==> src/rtl/keypad_scan_pkg.sv <==
// Shared constants, state encoding and row-decode helper for the keypad scanner.
package keypad_scan_pkg;

  // Column drive at reset: column 0 driven low, the rest released.
  localparam logic [3:0] KP_COL_INIT = 4'b1110;
  // Row pattern with no key pulling any row low.
  localparam logic [3:0] KP_ROW_IDLE = 4'hF;

  typedef enum logic [1:0] {
    KP_ST_SCAN = 2'd0,
    KP_ST_DEB  = 2'd1,
    KP_ST_HELD = 2'd2
  } kp_state_e;

  // Result of decoding a synchronized row pattern.
  typedef struct packed {
    logic       hit;  // exactly one row is low
    logic [1:0] idx;  // index of that row
  } kp_row_hit_t;

  // Only a single low row counts as a key; zero or several low rows are ignored.
  function automatic kp_row_hit_t kp_decode_row(input logic [3:0] row_s);
    kp_row_hit_t res;
    res.hit = 1'b1;
    res.idx = 2'd0;
    case (row_s)
      4'b1110: res.idx = 2'd0;
      4'b1101: res.idx = 2'd1;
      4'b1011: res.idx = 2'd2;
      4'b0111: res.idx = 2'd3;
      default: res.hit = 1'b0;
    endcase
    return res;
  endfunction

endpackage

==> src/rtl/keypad_scan_if.sv <==
// Keypad pins plus the pop/read port toward the GPIO peripheral.
interface keypad_scan_if;
  logic [3:0] row;
  logic [3:0] col;
  logic       rd;
  logic [3:0] key_val;
  logic       key_valid;
  logic       overflow;

  // Peripheral / keypad side.
  modport master (
    output row,
    output rd,
    input  col,
    input  key_val,
    input  key_valid,
    input  overflow
  );

  // Scanner side.
  modport slave (
    input  row,
    input  rd,
    output col,
    output key_val,
    output key_valid,
    output overflow
  );
endinterface

==> src/rtl/keypad_scan_fifo.sv <==
// Small key-code queue; pointers carry an extra wrap bit to tell full from empty.
module keypad_scan_fifo #(
  parameter int unsigned DEPTH = 4,
  parameter int unsigned WIDTH = 4
) (
  input  logic             clk,
  input  logic             rst,
  input  logic             i_push,
  input  logic             i_pop,
  input  logic [WIDTH-1:0] i_data,
  output logic             o_full,
  output logic             o_empty,
  output logic [WIDTH-1:0] o_head
);

  localparam int unsigned AW = $clog2(DEPTH);
  localparam logic [AW:0] PTR_ONE = 1;

  logic [WIDTH-1:0] r_mem [DEPTH];
  logic [AW:0]      r_wr_ptr;
  logic [AW:0]      r_rd_ptr;
  logic             w_do_push;
  logic             w_do_pop;

  assign o_empty = (r_wr_ptr == r_rd_ptr);
  assign o_full  = (r_wr_ptr[AW-1:0] == r_rd_ptr[AW-1:0]) && (r_wr_ptr[AW] != r_rd_ptr[AW]);

  // A pop frees a slot in the same cycle, so a push while full is still taken.
  assign w_do_pop  = i_pop & ~o_empty;
  assign w_do_push = i_push & (~o_full | w_do_pop);

  assign o_head = o_empty ? '0 : r_mem[r_rd_ptr[AW-1:0]];

  // Pointer update.
  // NOTE: sequential state uses non-blocking assignments so every flop samples pre-edge values.
  always_ff @(posedge clk or negedge rst) begin
    if (!rst) begin
      r_wr_ptr <= '0;
      r_rd_ptr <= '0;
    end else begin
      if (w_do_push) r_wr_ptr <= r_wr_ptr + PTR_ONE;
      if (w_do_pop)  r_rd_ptr <= r_rd_ptr + PTR_ONE;
    end
  end

  // Storage write.
  // NOTE: the array has no reset; entries are only visible once the pointers say they were written.
  always_ff @(posedge clk) begin
    if (w_do_push) r_mem[r_wr_ptr[AW-1:0]] <= i_data;
  end

endmodule

==> src/rtl/keypad_scan.sv <==
// 4x4 matrix keypad scanner: column scan, press/release debounce, key-code queue.
module keypad_scan
  import keypad_scan_pkg::*;
#(
  parameter int unsigned SCAN_DIV   = 4,  // cycles per column window, 2..255
  parameter int unsigned DEBOUNCE   = 3,  // identical windows to accept press/release, 1..15
  parameter int unsigned FIFO_DEPTH = 4   // power of 2, >= 2
) (
  input  logic          clk,
  input  logic          rst,
  keypad_scan_if.slave  bus
);

  localparam logic [7:0] WIN_LAST = 8'(SCAN_DIV - 1);
  localparam logic [7:0] WIN_ONE  = 8'd1;
  localparam logic [3:0] DEB_LAST = 4'(DEBOUNCE - 1);
  localparam logic [3:0] CNT_ONE  = 4'd1;

  logic [3:0]  r_row_meta;
  logic [3:0]  r_row_s;
  logic [7:0]  r_win;
  kp_state_e   r_state;
  logic [3:0]  r_col;
  logic [1:0]  r_col_idx;
  logic [3:0]  r_cnt;
  logic [3:0]  r_cand_row;
  logic [3:0]  r_cand_code;
  logic        r_overflow;

  logic        w_win_end;
  kp_row_hit_t w_row;
  logic [3:0]  w_col_next;
  logic [1:0]  w_idx_next;
  logic        w_push;
  logic [3:0]  w_push_code;
  logic        w_full;
  logic        w_empty;
  logic [3:0]  w_head;

  assign w_win_end  = (r_win == WIN_LAST);
  assign w_row      = kp_decode_row(r_row_s);
  assign w_col_next = {r_col[2:0], r_col[3]};
  assign w_idx_next = r_col_idx + 2'd1;

  // Two-flop synchronizer for the asynchronous row inputs.
  always_ff @(posedge clk or negedge rst) begin
    if (!rst) begin
      r_row_meta <= KP_ROW_IDLE;
      r_row_s    <= KP_ROW_IDLE;
    end else begin
      r_row_meta <= bus.row;
      r_row_s    <= r_row_meta;
    end
  end

  // Push strobe: fires on the window end that moves the FSM into HELD.
  // NOTE: every output of a combinational block gets a default first so no latch is inferred.
  always_comb begin
    w_push      = 1'b0;
    w_push_code = r_cand_code;
    if (w_win_end) begin
      case (r_state)
        KP_ST_SCAN: begin
          if (w_row.hit && (DEBOUNCE == 1)) begin
            w_push      = 1'b1;
            w_push_code = {w_row.idx, r_col_idx};
          end
        end
        KP_ST_DEB: begin
          if ((r_row_s == r_cand_row) && (r_cnt == DEB_LAST)) w_push = 1'b1;
        end
        default: ;
      endcase
    end
  end

  // Window timer and scan/debounce/held state machine.
  always_ff @(posedge clk or negedge rst) begin
    if (!rst) begin
      r_win       <= '0;
      r_state     <= KP_ST_SCAN;
      r_col       <= KP_COL_INIT;
      r_col_idx   <= '0;
      r_cnt       <= '0;
      r_cand_row  <= KP_ROW_IDLE;
      r_cand_code <= '0;
    end else begin
      r_win <= w_win_end ? '0 : r_win + WIN_ONE;
      if (w_win_end) begin
        case (r_state)
          KP_ST_SCAN: begin
            if (w_row.hit) begin
              r_cand_row  <= r_row_s;
              r_cand_code <= {w_row.idx, r_col_idx};
              if (DEBOUNCE == 1) begin
                r_state <= KP_ST_HELD;
                r_cnt   <= '0;
              end else begin
                r_state <= KP_ST_DEB;
                r_cnt   <= CNT_ONE;
              end
            end else begin
              r_col     <= w_col_next;
              r_col_idx <= w_idx_next;
            end
          end
          KP_ST_DEB: begin
            if (r_row_s == r_cand_row) begin
              if (r_cnt == DEB_LAST) begin
                r_state <= KP_ST_HELD;
                r_cnt   <= '0;
              end else begin
                r_cnt <= r_cnt + CNT_ONE;
              end
            end else begin
              r_state   <= KP_ST_SCAN;
              r_cnt     <= '0;
              r_col     <= w_col_next;
              r_col_idx <= w_idx_next;
            end
          end
          KP_ST_HELD: begin
            // Column stays frozen until the key has been released long enough.
            if (r_row_s == KP_ROW_IDLE) begin
              if (r_cnt == DEB_LAST) begin
                r_state   <= KP_ST_SCAN;
                r_cnt     <= '0;
                r_col     <= w_col_next;
                r_col_idx <= w_idx_next;
              end else begin
                r_cnt <= r_cnt + CNT_ONE;
              end
            end else begin
              r_cnt <= '0;
            end
          end
          default: r_state <= KP_ST_SCAN;
        endcase
      end
    end
  end

  // Sticky overflow: set on a dropped push, cleared by any read; set wins.
  always_ff @(posedge clk or negedge rst) begin
    if (!rst) begin
      r_overflow <= 1'b0;
    end else if (w_push && w_full && !bus.rd) begin
      r_overflow <= 1'b1;
    end else if (bus.rd) begin
      r_overflow <= 1'b0;
    end
  end

  keypad_scan_fifo #(
    .DEPTH (FIFO_DEPTH),
    .WIDTH (4)
  ) u_fifo (
    .clk     (clk),
    .rst     (rst),
    .i_push  (w_push),
    .i_pop   (bus.rd),
    .i_data  (w_push_code),
    .o_full  (w_full),
    .o_empty (w_empty),
    .o_head  (w_head)
  );

  assign bus.col       = r_col;
  assign bus.key_val   = w_head;
  assign bus.key_valid = ~w_empty;
  assign bus.overflow  = r_overflow;

endmodule

==> src/flat_wrapper.sv <==
// flat-port wrapper written by rule: the top's interface ports become plain ports
module keypad_scan_flat import keypad_scan_pkg::*;
#(
  parameter int unsigned SCAN_DIV   = 4,                                     
  parameter int unsigned DEBOUNCE   = 3,                                                     
  parameter int unsigned FIFO_DEPTH = 4                      
)
  (clk, rst, bus_row, bus_rd, bus_col, bus_key_val, bus_key_valid, bus_overflow);
  keypad_scan_if bus_i ();
  input  logic clk;
  input  logic rst;
  input wire logic [$bits(bus_i.row)-1:0] bus_row;
  input wire logic [$bits(bus_i.rd)-1:0] bus_rd;
  output wire logic [$bits(bus_i.col)-1:0] bus_col;
  output wire logic [$bits(bus_i.key_val)-1:0] bus_key_val;
  output wire logic [$bits(bus_i.key_valid)-1:0] bus_key_valid;
  output wire logic [$bits(bus_i.overflow)-1:0] bus_overflow;
  assign bus_i.row = bus_row;
  assign bus_i.rd = bus_rd;
  assign bus_col = bus_i.col;
  assign bus_key_val = bus_i.key_val;
  assign bus_key_valid = bus_i.key_valid;
  assign bus_overflow = bus_i.overflow;
  keypad_scan #(.SCAN_DIV(SCAN_DIV), .DEBOUNCE(DEBOUNCE), .FIFO_DEPTH(FIFO_DEPTH)) u_core (.clk(clk), .rst(rst), .bus(bus_i));
endmodule
==> config.mk <==
export PLATFORM = sky130hd
export DESIGN_NAME = keypad_scan_flat
export DESIGN_NICKNAME = d
export VERILOG_FILES = /design/src/rtl/keypad_scan_pkg.sv /design/src/rtl/keypad_scan_if.sv /design/src/rtl/keypad_scan_fifo.sv /design/src/rtl/keypad_scan.sv /design/src/flat_wrapper.sv
export SDC_FILE = /design/constraint.sdc
export NUM_CORES = 1
export LEC_CHECK = 0
export BUFFER_PORTS_ARGS = -buffer_cell sky130_fd_sc_hd__buf_2
export CAP_MARGIN = 20
export CORE_MARGIN = 5
export CORE_UTILIZATION = 59
export DETAILED_ROUTE_END_ITERATION = 8
export GPL_TIMING_DRIVEN = 1
export PLACE_DENSITY = 0.76
export SLEW_MARGIN = 40
export SYNTH_ARGS = -nofsm -noshare
export SYNTH_HDL_FRONTEND = slang
export SYNTH_SLANG_ARGS = --single-unit
==> constraint.sdc <==
create_clock -name clk -period 2.7 [get_ports clk]
set_input_delay 0.54 -clock clk [delete_from_list [all_inputs] [get_ports clk]]
set_output_delay 0.54 -clock clk [all_outputs]
set_load 0.01 [all_outputs]
==> flow_summary.ini <==
[setup_path]
critical_path.endpoint_type = output pin
critPathKind = reg2out
critPathRequiredTime_ns = 2.16
worst_setup_path_start_kind = flop
worst-endpoint-arrival_ns = 1.75
largest_fanout_of_any_net_on_the_critical_path = 7

[die]
die_w_um = 77.43
number_of_top_level_pins = 17
initial_utilization_pct = 61.19
die_area_mm2 = 0.005995
rows = 24
coreArea_mm2 = 0.004384
die_boundary_height_um = 77.43

[grt]
grt.total_usage_pct = 16.91
first_global_vias = 1713
grt_pass1_wl_mm = 7.893
grt.overflow.total = 0
grt_antenna_before_repair = 0
grt_max_degree = 44

[clocking]
clk_transition_reported_paths_ns = 0.07
ctsHtreeMaxLevel = 3
cts_tree = yes
clock_path_buffers = 2
clkSinkCount = 59
insertion_delay_ns = 0.34
cts_root_buffer = clkbuf_8
holdBufCountCts = 0
cts_repair_resize_count = 0
post_cts.repair.setup_buffers = 0
cts-buffers-inserted = 9

[finish]
layout-area-overhead-vs-synth_pct = 12.27
antennaDiodeCount = 0
fin_cells = 278
post_route_cells_drive_above_1_share_pct = 27.43
layout_common_cells = dfrtp_1 (28), edfxtp_1 (16), buf_2 (15), dfstp_2 (15), xnor2_1 (13)
nets = 239
commonest_non_fill_non_tap_cell_in_the_layout = dfrtp_1

[power]
cellLeakagePower_nw = 1.278
netSwitchingPower_mw = 0.7371
power_frac_seq_pct = 48.8
cell_internal_power_mw = 1.783
vdd_ir_drop_max_v = 0.0006250
power.density_mw_per_mm2 = 836.9
combPwrFrac_pct = 19.7
p_clk_share_pct = 31.6
switching_share_pct = 29.24

[worst_hold_path]
hp-class = in2async

[yosys]
synth_mux_area_share_pct = 8.955
fraction_of_the_mapped_netlist_area_in_adder_cells_pct = 5.131
synth_edf_count = 16
synth_top_family_by_area = simple AND/OR/NAND/NOR gates
synth_xor_xnor_area_share_pct = 6.203
postSynth.topFlopCell = dfrtp_1
synthSimpleGateAreaFrac_pct = 12.13
synth_area_mm2 = 0.002683
mapped_avg_cell_area_um2 = 13.55
synth_fp_nets = 216
number_of_different_library_cells_in_the_post_synthesis_netlist = 46
synth-compound-area-share_pct = 6.670
seq_area_frac_synth_pct = 58.72
postSynth.asyncResetShare_pct = 72.88
number_of_cells_produced_by_synthesis = 198
synth_warnings = 0
yosys_register_bits = 59

[detailed_routing]
detail_route.wirelength_mm = 4.447
firstDrtPassIters = 4
drc = 0
drt_first_iter_violations = 90
vias_per_cell = 5.849
routed-via-count = 1626
wire_per_inst_um = 16.00
drt.antenna.violating_nets = 0

[sta]
worst_slew_margin_rel_pct = 61.41
final-hold-violation-count = 0
layout_min_cycle_time_ns = 2.288
max_freq_ghz = 0.4370
final.setup.worst_slack_ns = 0.4117
min_period_over_period_pct = 84.75
setup_tns_ns = 0
grt_setup_unrepaired = false
pins_over_slew_limit = 0
clock_skew_ns = 0.007231
timing.final.setup_violations = 0
timing_worst_slew_pin_value_ns = 0.5740

[run_status]
outcome = finished, final reports clean

[place]
detailedPlace.worstSlack_ns = 0.4391
io_buffer_count = 16
dp.final_hpwl_mm = 3.278
place.detailed.instances = 262
gp_congestion = 0.7972

[flow_run]
max-cap-violations = 0
-- layout make-up --
type | instances | area [um2]
flip-flops and latches | 59 | 1575
fillers | 317 | 1373
multi-input cells | 126 | 1049
clock buffers | 10 | 137.6
repair buffers | 17 | 90.09
clock inverters | 6 | 65.06
well taps | 52 | 65.06
inverters | 8 | 30.03
-- metrics by stage --
stage | util (%) | total power [mW] | hold WS, ns | cell area [um2]
2_1_floorplan | - | 1.583 | 0.2444 | 2683
3_3_place_gp | 64.01 | 1.701 | 0.3472 | 2806
3_5_place_dp | 64.07 | 1.749 | 0.3514 | 2809
4_1_cts | 68.69 | 2.548 | 0.1803 | 3012
5_1_grt | 68.69 | 2.674 | 0.2023 | 3012
6_report | 68.69 | 2.521 | 0.1750 | 3012
-- path summary, 6_finish.rpt --
check	from	endpoint	slack, ns	depth (start not counted)
max	u_core.u_fifo.r_rd_ptr[0]	bus_key_val[2]	0.41	3
min	rst	u_core.u_fifo.r_rd_ptr[0]	0.17	1
max reg2reg	u_core.r_row_s[2]	u_core.u_fifo.r_mem[3][3]	0.42	4
min reg2reg	u_core.r_row_meta[0]	u_core.r_row_s[0]	0.36	0
max in group asynchronous	rst	u_core.r_row_s[0]	2.15	1
min in group clk	bus_row[1]	u_core.r_row_meta[1]	0.30	1
-- per-layer routing --
metal / GRT usage, % / up-vias / part of all wire [%]
met5: 0 / - / 0
met4: 8.763 / 0 / 2.5
met3: 6.134 / 11 / 4.8
met2: 27.69 / 51 / 50
met1: 19.43 / 797 / 43
li1: - / 767 / -
-- kinds of logic (layout without fill, tap and decap cells) --
| family | Yosys count | count (layout) |
|---|---|---|
| AOI/OAI and AO/OA | 22 | 22 |
| xor gates and xnor gates | 19 | 19 |
| adders and majority gates | 11 | 11 |
| buffers and inverters | 13 | 41 |
| DFF | 59 | 59 |
| muxes | 16 | 16 |
| and+or+nand+nor | 58 | 58 |
-- critical path, cell delays in order, from the launching register on --
cell     delay, ns
dfrtp_1       0.57
mux4_2        0.54
and2_1        0.16
buf_2         0.13
-- sequential cells by signal, indices dropped and copies added, names as in the netlist --
register,cells
u_core.bus.col,4
u_core.bus.overflow,1
u_core.r_cand_code,4
u_core.r_cand_row,4
u_core.r_cnt,4
u_core.r_col_idx,2
u_core.r_row_meta,4
u_core.r_row_s,4
u_core.r_state,2
u_core.r_win,8
u_core.u_fifo.r_mem,16
u_core.u_fifo.r_rd_ptr,3
u_core.u_fifo.r_wr_ptr,3
-- Yosys cell counts (all sizes together), types with 2 or more instances --
cell type  count  area [um2]
inv            8       30.03
nor2           7       26.28
a21oi          2       10.01
nor2b          4       25.02
nand2         10       37.54
mux4           4       90.09
dfstp         15       394.1
buf            3       21.27
edfxtp        16       480.5
nand4          2       12.51
o22ai          2       12.51
and3           4       25.02
nor4           3       25.02
ha            11       137.6
o41ai          2       17.52
a32oi          2       17.52
dfrtp         28       700.7
o21ai          4       23.77
clkbuf         2       7.510
xnor2         13       113.9
mux2          12       150.2
xor2           6       52.55
nand3         11       55.05
nand2b         2       12.51
and2           9       56.30
nor4b          2       17.52
-- power by group through the flow --
stage                     Combinational [mW]  Clock [mW]  Sequential [mW]
after floorplan                        0.400           0             1.18
after global placement                 0.472           0             1.23
after detailed placement               0.502           0             1.25
after CTS                              0.503       0.815             1.23
after global routing                   0.558       0.862             1.25
final                                  0.496       0.796             1.23
(Power assumes the default switching activity.)
